[src/rtl/mandel_pkg.sv]
// mandel_pkg
// Shared definitions for the Mandelbrot view controller: controller state
// encoding, zoom register width and the bit position of each board button
// inside the button vectors.
package mandel_pkg;

  typedef enum logic [1:0] {
    IDLE,
    WAIT_VSYNC,
    START,
    RENDER
  } view_state_e;

  localparam int ZOOM_W = 3;

  localparam int NUM_BTNS  = 4;
  localparam int BTN_LEFT  = 0;
  localparam int BTN_RIGHT = 1;
  localparam int BTN_ZIN   = 2;
  localparam int BTN_ZOUT  = 3;

endpackage

[src/rtl/btn_debounce.sv]
// btn_debounce
// Brings one raw board button into the clock domain through a two-flop
// synchronizer, debounces it and emits a one-cycle pulse on every accepted
// rising edge of the debounced level.
// Ports:
//   i_clk   clock
//   i_rst   synchronous active-high reset (counter and level cleared)
//   i_btn   raw asynchronous button level
//   o_rise  one-cycle pulse when the debounced level goes 0 -> 1
module btn_debounce #(
  parameter int DEBOUNCE_CYCLES = 250000
) (
  input  logic i_clk,
  input  logic i_rst,
  input  logic i_btn,
  output logic o_rise
);

  localparam int CNT_W = (DEBOUNCE_CYCLES > 1) ? $clog2(DEBOUNCE_CYCLES) : 1;
  localparam logic [CNT_W-1:0] CNT_LAST = CNT_W'(DEBOUNCE_CYCLES - 1);

  logic             sync1_q, sync1_d;
  logic             sync2_q, sync2_d;
  logic [CNT_W-1:0] cnt_q, cnt_d;
  logic             level_q, level_d;
  logic             rise_q, rise_d;

  // The counter only runs while the synchronized input disagrees with the
  // accepted level; any return to agreement (a bounce) restarts it, so the
  // level flips only after DEBOUNCE_CYCLES consecutive disagreeing samples.
  always_comb begin
    sync1_d = i_btn;
    sync2_d = sync1_q;
    cnt_d   = '0;
    level_d = level_q;
    if (sync2_q != level_q) begin
      if (cnt_q == CNT_LAST) begin
        level_d = sync2_q;
      end else begin
        cnt_d = cnt_q + CNT_W'(1);
      end
    end
    rise_d = level_d & ~level_q;
  end

  always_ff @(posedge i_clk) begin
    if (i_rst) begin
      sync1_q <= 1'b0;
      sync2_q <= 1'b0;
      cnt_q   <= '0;
      level_q <= 1'b0;
      rise_q  <= 1'b0;
    end else begin
      sync1_q <= sync1_d;
      sync2_q <= sync2_d;
      cnt_q   <= cnt_d;
      level_q <= level_d;
      rise_q  <= rise_d;
    end
  end

  assign o_rise = rise_q;

endmodule

[src/rtl/mandel_view_ctrl.sv]
// mandel_view_ctrl
// Frame-synchronous view controller for the Mandelbrot renderer. Debounced
// button presses are latched as sticky pending events, applied together to
// the view registers at the next vertical-sync rising edge, and followed by a
// one-cycle render start pulse; the controller then waits for render done.
// Ports:
//   i_clk          pixel clock
//   i_rst          synchronous active-high reset
//   i_v_sync       vertical sync level (rising edge = frame boundary)
//   btn0..btn3     raw buttons: pan left, pan right, zoom in, zoom out
//   i_render_done  renderer finished (level, only looked at in RENDER)
//   o_start        one-cycle render start pulse
//   o_center_x     signed view centre x
//   o_zoom         zoom level 0..ZOOM_MAX
//   o_busy         high while starting or rendering
module mandel_view_ctrl
  import mandel_pkg::*;
#(
  parameter int DEBOUNCE_CYCLES = 250000,
  parameter int COORD_W         = 16,
  parameter int PAN_STEP        = 4096,
  parameter int ZOOM_MAX        = 7
) (
  input  logic               i_clk,
  input  logic               i_rst,
  input  logic               i_v_sync,
  input  logic               btn0,
  input  logic               btn1,
  input  logic               btn2,
  input  logic               btn3,
  input  logic               i_render_done,
  output logic               o_start,
  output logic [COORD_W-1:0] o_center_x,
  output logic [ZOOM_W-1:0]  o_zoom,
  output logic               o_busy
);

  localparam logic [COORD_W:0]   STEP_EXT = (COORD_W + 1)'(PAN_STEP);
  localparam logic [COORD_W-1:0] CX_MAX   = {1'b0, {(COORD_W - 1){1'b1}}};
  localparam logic [COORD_W-1:0] CX_MIN   = {1'b1, {(COORD_W - 1){1'b0}}};
  localparam logic [ZOOM_W-1:0]  ZOOM_TOP = ZOOM_W'(ZOOM_MAX);

  logic [NUM_BTNS-1:0] btn_raw;
  logic [NUM_BTNS-1:0] btn_rise;

  view_state_e         state_q, state_d;
  logic [NUM_BTNS-1:0] pend_q, pend_d;
  logic                pend_init_q, pend_init_d;
  logic                v_sync_q, v_sync_d;
  logic [COORD_W-1:0]  center_q, center_d;
  logic [ZOOM_W-1:0]   zoom_q, zoom_d;

  logic                vsync_rise;
  logic                apply;
  logic [COORD_W:0]    step;
  logic [COORD_W:0]    center_ext;
  logic [COORD_W:0]    center_sum;
  logic [COORD_W-1:0]  center_new;
  logic [ZOOM_W-1:0]   zoom_new;

  assign btn_raw = {btn3, btn2, btn1, btn0};

  for (genvar gi = 0; gi < NUM_BTNS; gi++) begin : g_btn
    btn_debounce #(
      .DEBOUNCE_CYCLES(DEBOUNCE_CYCLES)
    ) u_btn_debounce (
      .i_clk (i_clk),
      .i_rst (i_rst),
      .i_btn (btn_raw[gi]),
      .o_rise(btn_rise[gi])
    );
  end

  assign vsync_rise = i_v_sync & ~v_sync_q;
  assign apply      = (state_q == WAIT_VSYNC) && vsync_rise;

  always_ff @(posedge i_clk) begin
    if (i_rst) begin
      state_q <= IDLE;
    end else begin
      state_q <= state_d;
    end
  end

  always_comb begin
    state_d = state_q;
    unique case (state_q)
      IDLE:       if ((|pend_q) || pend_init_q) state_d = WAIT_VSYNC;
      WAIT_VSYNC: if (vsync_rise) state_d = START;
      START:      state_d = RENDER;
      RENDER:     if (i_render_done) state_d = IDLE;
      default:    state_d = IDLE;
    endcase
  end

  always_comb begin
    o_start = (state_q == START);
    o_busy  = (state_q == START) || (state_q == RENDER);
  end

  // The view update is built one bit wider than the coordinate so that an
  // overflow shows up as the two top bits disagreeing; the sign of the wide
  // result then says which rail to clamp to. Opposing requests cancel.
  always_comb begin
    step       = STEP_EXT >> zoom_q;
    center_ext = {center_q[COORD_W-1], center_q};
    center_sum = center_ext;
    if (pend_q[BTN_RIGHT] && !pend_q[BTN_LEFT]) begin
      center_sum = center_ext + step;
    end else if (pend_q[BTN_LEFT] && !pend_q[BTN_RIGHT]) begin
      center_sum = center_ext - step;
    end

    if (center_sum[COORD_W] != center_sum[COORD_W-1]) begin
      center_new = center_sum[COORD_W] ? CX_MIN : CX_MAX;
    end else begin
      center_new = center_sum[COORD_W-1:0];
    end

    zoom_new = zoom_q;
    if (pend_q[BTN_ZIN] && !pend_q[BTN_ZOUT] && (zoom_q < ZOOM_TOP)) begin
      zoom_new = zoom_q + ZOOM_W'(1);
    end else if (pend_q[BTN_ZOUT] && !pend_q[BTN_ZIN] && (zoom_q != '0)) begin
      zoom_new = zoom_q - ZOOM_W'(1);
    end
  end

  // Pending bits accumulate until the frame boundary consumes them; a press
  // that lands in the very cycle of the apply is kept for the next frame.
  always_comb begin
    v_sync_d    = i_v_sync;
    pend_d      = apply ? btn_rise : (pend_q | btn_rise);
    pend_init_d = apply ? 1'b0 : pend_init_q;
    center_d    = apply ? center_new : center_q;
    zoom_d      = apply ? zoom_new : zoom_q;
  end

  always_ff @(posedge i_clk) begin
    if (i_rst) begin
      pend_q      <= '0;
      pend_init_q <= 1'b1;
      v_sync_q    <= 1'b0;
      center_q    <= '0;
      zoom_q      <= '0;
    end else begin
      pend_q      <= pend_d;
      pend_init_q <= pend_init_d;
      v_sync_q    <= v_sync_d;
      center_q    <= center_d;
      zoom_q      <= zoom_d;
    end
  end

  assign o_center_x = center_q;
  assign o_zoom     = zoom_q;

endmodule
[config.mk]
export PLATFORM = sky130hd
export DESIGN_NAME = mandel_view_ctrl
export DESIGN_NICKNAME = d
export VERILOG_FILES = /design/src/rtl/mandel_pkg.sv /design/src/rtl/btn_debounce.sv /design/src/rtl/mandel_view_ctrl.sv
export SDC_FILE = /design/constraint.sdc
export NUM_CORES = 1
export LEC_CHECK = 0
export CAP_MARGIN = 20
export CORE_MARGIN = 2
export CORE_UTILIZATION = 35
export CTS_CLUSTER_DIAMETER = 50
export DETAILED_ROUTE_END_ITERATION = 12
export GPL_TIMING_DRIVEN = 0
export PLACE_DENSITY_LB_ADDON = 0.05
export SYNTH_ARGS = -nofsm -noshare
export SYNTH_HDL_FRONTEND = slang
export SYNTH_SLANG_ARGS = --single-unit
[constraint.sdc]
create_clock -name i_clk -period 11 [get_ports i_clk]
set_clock_uncertainty 0.15 [all_clocks]
set_input_delay 1.65 -clock i_clk [delete_from_list [all_inputs] [get_ports i_clk]]
set_output_delay 1.65 -clock i_clk [all_outputs]
set_load 0.01 [all_outputs]
# Yosys cells after proc, flatten, opt, wreduce, memory -nomap -nowiden
# Cells that the tools add are included.
op_classes:
  add_sub_neg: 8
  n_lt_le_gt_ge: 1
  eq_ne: 15
  shift: 1
  mux: 19
  bitwise: 15
  n_reduce_logical: 25
ops:
  columns: ["operator", "n"]
  rows:
  - ["18-bit by 1-bit adder with 18-bit output, second input constant", 4]
  - ["18-bit equality test, second input constant", 4]
  - ["17-bit 2-to-1 mux", 2]
  - ["16-bit 2-to-1 mux", 2]
  - ["17-bit adder", 1]
  - ["13-bit by 3-bit >> shifter with 17-bit output, first input constant", 1]
  - ["17-bit subtractor", 1]
  - ["3-bit OR reduction", 4]
  - ["1-bit NOT", 9]
  - ["1-bit 2-to-1 mux", 8]
  - ["2-bit one-hot mux with 4 select lines", 1]
  - ["1-bit logical AND", 7]
  - ["2-bit 2-to-1 mux", 3]
  - ["3-bit 2-to-1 mux", 2]
  - ["2-bit inequality test, second input constant", 3]
  - ["3-bit nonzero test", 2]
  - ["1-bit AND", 5]
  - ["1-bit inequality test", 5]
  - ["2-bit equality test, second input constant", 2]
  - ["1-bit zero test", 4]
  - ["4-bit 2-to-1 mux", 1]
  - ["4-bit bitwise OR", 1]
  - ["2-bit AND reduction", 2]
  - ["4-bit OR reduction", 1]
  - ["other kinds (8)", 9]
word_totals:
  reg_bits: 115
  inputBits: 8
  out_inout_bits: 21
  word_cells: 111

# Longest topological paths before layout
depth:
  word_depth: 7
  depth_mapped: 17
  mapped_depth_nobuf: 15

# By module
# Synthesis repeated with hierarchy kept, for this count alone.
unflattened:
  hier_cells: 710
  hier_area_um2: 6194.7
by_module_without_submodules:
  columns: ["mod", "n_inst", "cells_per_inst", "area_each_um2", "seq_area_each_um2"]
  rows:
  - ["btn_debounce", 4, 106, 965.9, 440.4]
  - ["mandel_view_ctrl", 1, 286, 2331.0, 500.5]

# Least setup slack after synthesis
# OpenSTA, ideal clock, no wires.
synth_timing:
  path_kind: "flip-flop to flip-flop"
  startpoint: "register zoom_q[0] (netlist: o_zoom[0])"
  endpoint: "register center_q[14] (netlist: o_center_x[14])"
  setup_ns: 0.124
  arrival_time_ns: 3.655
  required_time_ns: 10.726
  slack_ns: 7.071
  stages_incl_launch_ff: 16
  path_buffers: 3
  period_less_slack_ns: 3.929
  path_cell_list: "dfxtp_1 -> clkbuf_1 -> or3b_2 -> ha_1 -> buf_6 -> o21ai_0 -> nor3b_2 -> a31oi_2 -> o32ai_2 -> inv_1 -> ha_1 -> clkbuf_1 -> a21oi_2 -> o32ai_1 -> o211ai_1 -> nand3b_1"
synth_between:
  elab_chain_cells: 7
  elab_cells_between_ends: 10
  cone_classes: "add/sub: 2; eq/ne: 1; shift: 1; mux: 4; reduce/logical: 2"
synth_rtl:
  columns: ["element", "line_no", "rtl"]
  rows:
  - ["from (decl)", "mandel_view_ctrl.sv:51", "logic [ZOOM_W-1:0] zoom_q, zoom_d;"]
  - ["from (signal assigned)", "mandel_view_ctrl.sv:150", "zoom_q <= zoom_d;"]
  - ["13-bit by 3-bit >> shifter with 17-bit output *", "mandel_view_ctrl.sv:105", "step = STEP_EXT >> zoom_q;"]
  - ["17-bit subtractor", "mandel_view_ctrl.sv:111", "center_sum = center_ext - step;"]
  - ["17-bit 2-to-1 mux", "mandel_view_ctrl.sv:110", "end else if (pend_q[BTN_LEFT] && !pend_q[BTN_RIGHT]) begin"]
  - ["17-bit 2-to-1 mux *", "mandel_view_ctrl.sv:108", "if (pend_q[BTN_RIGHT] && !pend_q[BTN_LEFT]) begin"]
  - ["1-bit inequality test", "mandel_view_ctrl.sv:114", "if (center_sum[COORD_W] != center_sum[COORD_W-1]) begin"]
  - ["3-bit nonzero test (no source line)", null, null]
  - ["2-bit AND reduction (no source line)", null, null]
  - ["to (signal assigned)", "mandel_view_ctrl.sv:149", "center_q <= center_d;"]
  - ["to (decl)", "mandel_view_ctrl.sv:50", "logic [COORD_W-1:0] center_q, center_d;"]
# Every way passes the cells marked *; elsewhere a longest branch is shown, timed or not. The select of a mux whose other input is x is not followed.
# A chain may end at the register's enable or synchronous reset.

# Final worst setup path
layout_timing:
  startpoint: "register zoom_q[0] (netlist: o_zoom[0])"
  endpoint: "register center_q[13] (netlist: o_center_x[13])"
# Same word-level chain as after synthesis.

==> results.ini <==
[run_status]
status=finished clean

[grt]
grt_start_max_net_pins=17
first_pass_grt_wire_length_mm=22.33
initial_antenna_violation_count=0
global_route.usage.total_pct=15.58
grt_overflow_total=0
first_global_vias=4478

[yosys]
synth.area.top_cells=sky130_fd_sc_hd__dfxtp_1 (38%), sky130_fd_sc_hd__nor2_1 (7.1%), sky130_fd_sc_hd__xnor2_1 (6.9%)
post_synth_inst_count=681
netlist_area_um2=5951
postSynthAreaPerCell_um2=8.738
synth_warnings=0
ys_seq_elements=113
postSynth.topFlopCell=sky130_fd_sc_hd__dfxtp_1
synth_seq_area_share_pct=38.02
synthDominantCellAreaShare_pct=38.02
synth_enable_flop_cells=0
syn-num-nets=722
largest_area_contributor_in_the_netlist=sky130_fd_sc_hd__dfxtp_1
synthDistinctLibCells=71
async_flop_share_pct=0

[placed_design]
gp_congestion=0.8041
pre_cts_setup_slack_ns=6.123
placement.cell_area_um2=6506
port-buffer-count=28
post-dp-hpwl_mm=9.595
place.detailed.instances=929

[sta]
rsz_0062_raised_after_global_routing=no
finalWorstSetupSlack_ns=6.111
timing.setup.tns_ns=0
timing.final.crit_period_ns=4.889
setup_violations=0
final_hold_viol_count=0
worst_pin_slew_ns=0.7138
report.final.slew_viol_count=0
timing.slew.headroom_pct=52.24
fmaxAchievable_ghz=0.2045
final_min_period_over_clock_period_pct=44.44

[worst_setup_path]
worstPathArrival_ns=5.09
crit_path_max_fanout=10
critPathKind=reg -> reg
end_kind=flop
crit_required_ns=11.20
start_kind=flop

[drt]
drt_first_pass_iters=4
drc_errors=0
detailroute.via_count=4691
wl_per_cell_um=13.91
drt-initial-drc-count=216
drt.antenna.violating_nets=0
drt_wl_total_mm=13.31
route.detailed.vias_per_inst=4.902

[job]
max_cap_violation_count=0

[clock_tree]
worstSkewPairLatency_ns=0.41
clkSinkCount=113
cts_htree_levels=4
cts-buffers-inserted=17
clk_pin_slew_worst_paths_ns=0.05
cts.repair_timing.setup_buffer_count=0
clock_tree_from_tritoncts=done
clock_tree.buffer_depth=2
clk_tree_root_cell=sky130_fd_sc_hd__clkbuf_16
cts_hold_repair.buffers=0
cts.repair.resized=0

[layout]
num-fill-cells=1731
drive_gt1_share_pct=10.58
number_of_standard_cells_in_the_layout_taps_in_and_fillers_out=957
syn2layout_area_growth_pct=18.00
n_antenna_cell=0
finish.net_count=769
fin_area_um2=7022

[hold_path]
hold_path.class=reg -> reg

[power]
irDropWorstVdd_mv=0.1084
pd_cells_nw_per_um2=144.1
cellLeakagePower_nw=2.500
finalPower_mw=1.012

[floorplan]
core_area_um2=16580
io_pins=29
floorplan.die.width_um=134.4
initial_core_util_pct=35.88
placementRows=47
die_height_um=134.4
fp.dieArea_um2=18060

==> cell type report <==
cell class / count / area [um2] / share of cell area [%]
Multi-Input combinational cell: 508 / 3406 / 48.50
Buffer: 24 / 147.6 / 2.103
Clock buffer: 21 / 450.4 / 6.415
Inverter: 36 / 135.1 / 1.924
Timing Repair Buffer: 28 / 280.3 / 3.991
Clock inverter: 7 / 65.06 / 0.9266
Sequential cell: 113 / 2262 / 32.22
Tap cell: 220 / 275.3 / 3.920
==> path summary, 6_finish.rpt <==
kind | from | endpoint | slack (ns) | cells past startpoint
min | g_btn[0].u_btn_debounce.sync1_q | g_btn[0].u_btn_debounce.sync2_q | 0.29 | 1
min reg2reg | g_btn[0].u_btn_debounce.sync1_q | g_btn[0].u_btn_debounce.sync2_q | 0.29 | 1
max reg2reg | o_zoom[0] | o_center_x[13] | 6.11 | 15
max | o_zoom[0] | o_center_x[13] | 6.11 | 15
==> layer usage <==
metal,wire (um),vias to the layer above,global-route usage [%]
met5,0,-,0
met2,6229,47,24.74
met4,168,0,5.556
met1,6605,2206,20.58
li1,-,2425,-
met3,308,13,3.855
==> Yosys cell counts (3+ instances only) <==
cell                       number
sky130_fd_sc_hd__nand3b_1      11
sky130_fd_sc_hd__and3_1         6
sky130_fd_sc_hd__nand2b_1       7
sky130_fd_sc_hd__nor3_1        19
sky130_fd_sc_hd__a211oi_1       3
sky130_fd_sc_hd__clkbuf_1      11
sky130_fd_sc_hd__nor4_1        11
sky130_fd_sc_hd__a21o_1         9
sky130_fd_sc_hd__buf_6          5
sky130_fd_sc_hd__o21ai_0        9
sky130_fd_sc_hd__nor2b_1       11
sky130_fd_sc_hd__mux2i_1        6
sky130_fd_sc_hd__nand4_1       13
sky130_fd_sc_hd__dfxtp_1      113
sky130_fd_sc_hd__or3b_2         3
sky130_fd_sc_hd__inv_1         34
sky130_fd_sc_hd__nor4_2         5
sky130_fd_sc_hd__or3_1          6
sky130_fd_sc_hd__xnor2_1       47
sky130_fd_sc_hd__buf_4          5
sky130_fd_sc_hd__a221oi_1       3
sky130_fd_sc_hd__a31oi_1        3
sky130_fd_sc_hd__nor2_1       112
sky130_fd_sc_hd__a21oi_1       20
sky130_fd_sc_hd__o21ai_2        5
sky130_fd_sc_hd__xor2_1        33
sky130_fd_sc_hd__nand2_1       47
sky130_fd_sc_hd__nand3_1       32
sky130_fd_sc_hd__ha_1          31
==> stage by stage <==
step           hold WS [ns]  util (%)
2_1_floorplan        0.2630         -
3_3_place_gp         0.2733     39.23
3_5_place_dp         0.2801     39.23
4_1_cts              0.2914     42.34
5_1_grt              0.3097     42.34
6_report             0.2871     42.34
==> sequential cells by signal, indices dropped and copies added (netlist names) <==
name / count
o_zoom: 3
o_center_x: 14
g_btn.u_btn_debounce.level_q: 4
g_btn.u_btn_debounce.o_rise: 4
v_sync_q: 1
g_btn.u_btn_debounce.sync1_q: 4
state_q: 2
pend_q: 4
g_btn.u_btn_debounce.cnt_q: 72
pend_init_q: 1
g_btn.u_btn_debounce.sync2_q: 4
==> worst max-delay path, stage by stage, from the launching register on <==
cell and delay (ns):
sky130_fd_sc_hd__dfxtp_1 0.38, sky130_fd_sc_hd__clkbuf_1 0.33, sky130_fd_sc_hd__or3b_2 0.54, sky130_fd_sc_hd__ha_1 0.31, sky130_fd_sc_hd__buf_6 0.15, sky130_fd_sc_hd__o21ai_0 0.24, sky130_fd_sc_hd__nor3b_2 0.27, sky130_fd_sc_hd__a31oi_2 0.10
sky130_fd_sc_hd__o32ai_2 0.38, sky130_fd_sc_hd__inv_1 0.09, sky130_fd_sc_hd__ha_1 0.38, sky130_fd_sc_hd__clkbuf_1 0.45, sky130_fd_sc_hd__a21oi_2 0.24, sky130_fd_sc_hd__nor2_1 0.60, sky130_fd_sc_hd__nand2_1 0.14, sky130_fd_sc_hd__o21ai_2 0.08
==> logic make-up (layout without fill, tap and decap cells) <==
kind of cell               count (synthesis)  in the layout  share of synthesized area [%]
muxes                                      7              7                          1.199
xor gates and xnor gates                  80             80                          11.77
buffers and inverters                     60            116                          4.752
DFF                                      113            113                          38.02
AOI/OAI and AO/OA                         84             84                          10.51
adders and majority gates                 33             33                          7.191
and+or+nand+nor                          304            304                          26.56
==> where the power goes <==
part,internal (mW),total (mW),switching (mW)
clock network,0.309,0.492,0.184
registers,0.418,0.424,0.00654
logic,0.0396,0.0954,0.0558
==> cells in the final DEF (no fill, tap or decap), types with 4 or more instances in the layout <==
cell / count
sky130_fd_sc_hd__nor3_1: 19
sky130_fd_sc_hd__buf_6: 5
sky130_fd_sc_hd__o21ai_2: 5
sky130_fd_sc_hd__nand3b_1: 11
sky130_fd_sc_hd__dfxtp_1: 113
sky130_fd_sc_hd__nand2_1: 47
sky130_fd_sc_hd__buf_4: 5
sky130_fd_sc_hd__mux2i_1: 6
sky130_fd_sc_hd__ha_1: 31
sky130_fd_sc_hd__nand4_1: 13
sky130_fd_sc_hd__nor2b_1: 11
sky130_fd_sc_hd__xor2_1: 33
sky130_fd_sc_hd__a21oi_1: 20
sky130_fd_sc_hd__clkinv_2: 4
sky130_fd_sc_hd__nor2_1: 112
sky130_fd_sc_hd__nor4_2: 5
sky130_fd_sc_hd__nor4_1: 11
sky130_fd_sc_hd__clkbuf_16: 17
sky130_fd_sc_hd__clkbuf_1: 14
sky130_fd_sc_hd__nand3_1: 32
sky130_fd_sc_hd__a21o_1: 9
sky130_fd_sc_hd__nand2b_1: 7
sky130_fd_sc_hd__inv_1: 34
sky130_fd_sc_hd__clkdlybuf4s50_1: 28
sky130_fd_sc_hd__or3_1: 6
sky130_fd_sc_hd__o21ai_0: 9
sky130_fd_sc_hd__xnor2_1: 47
sky130_fd_sc_hd__and3_1: 6
No activity file was read; power rests on OpenSTA's default activity.
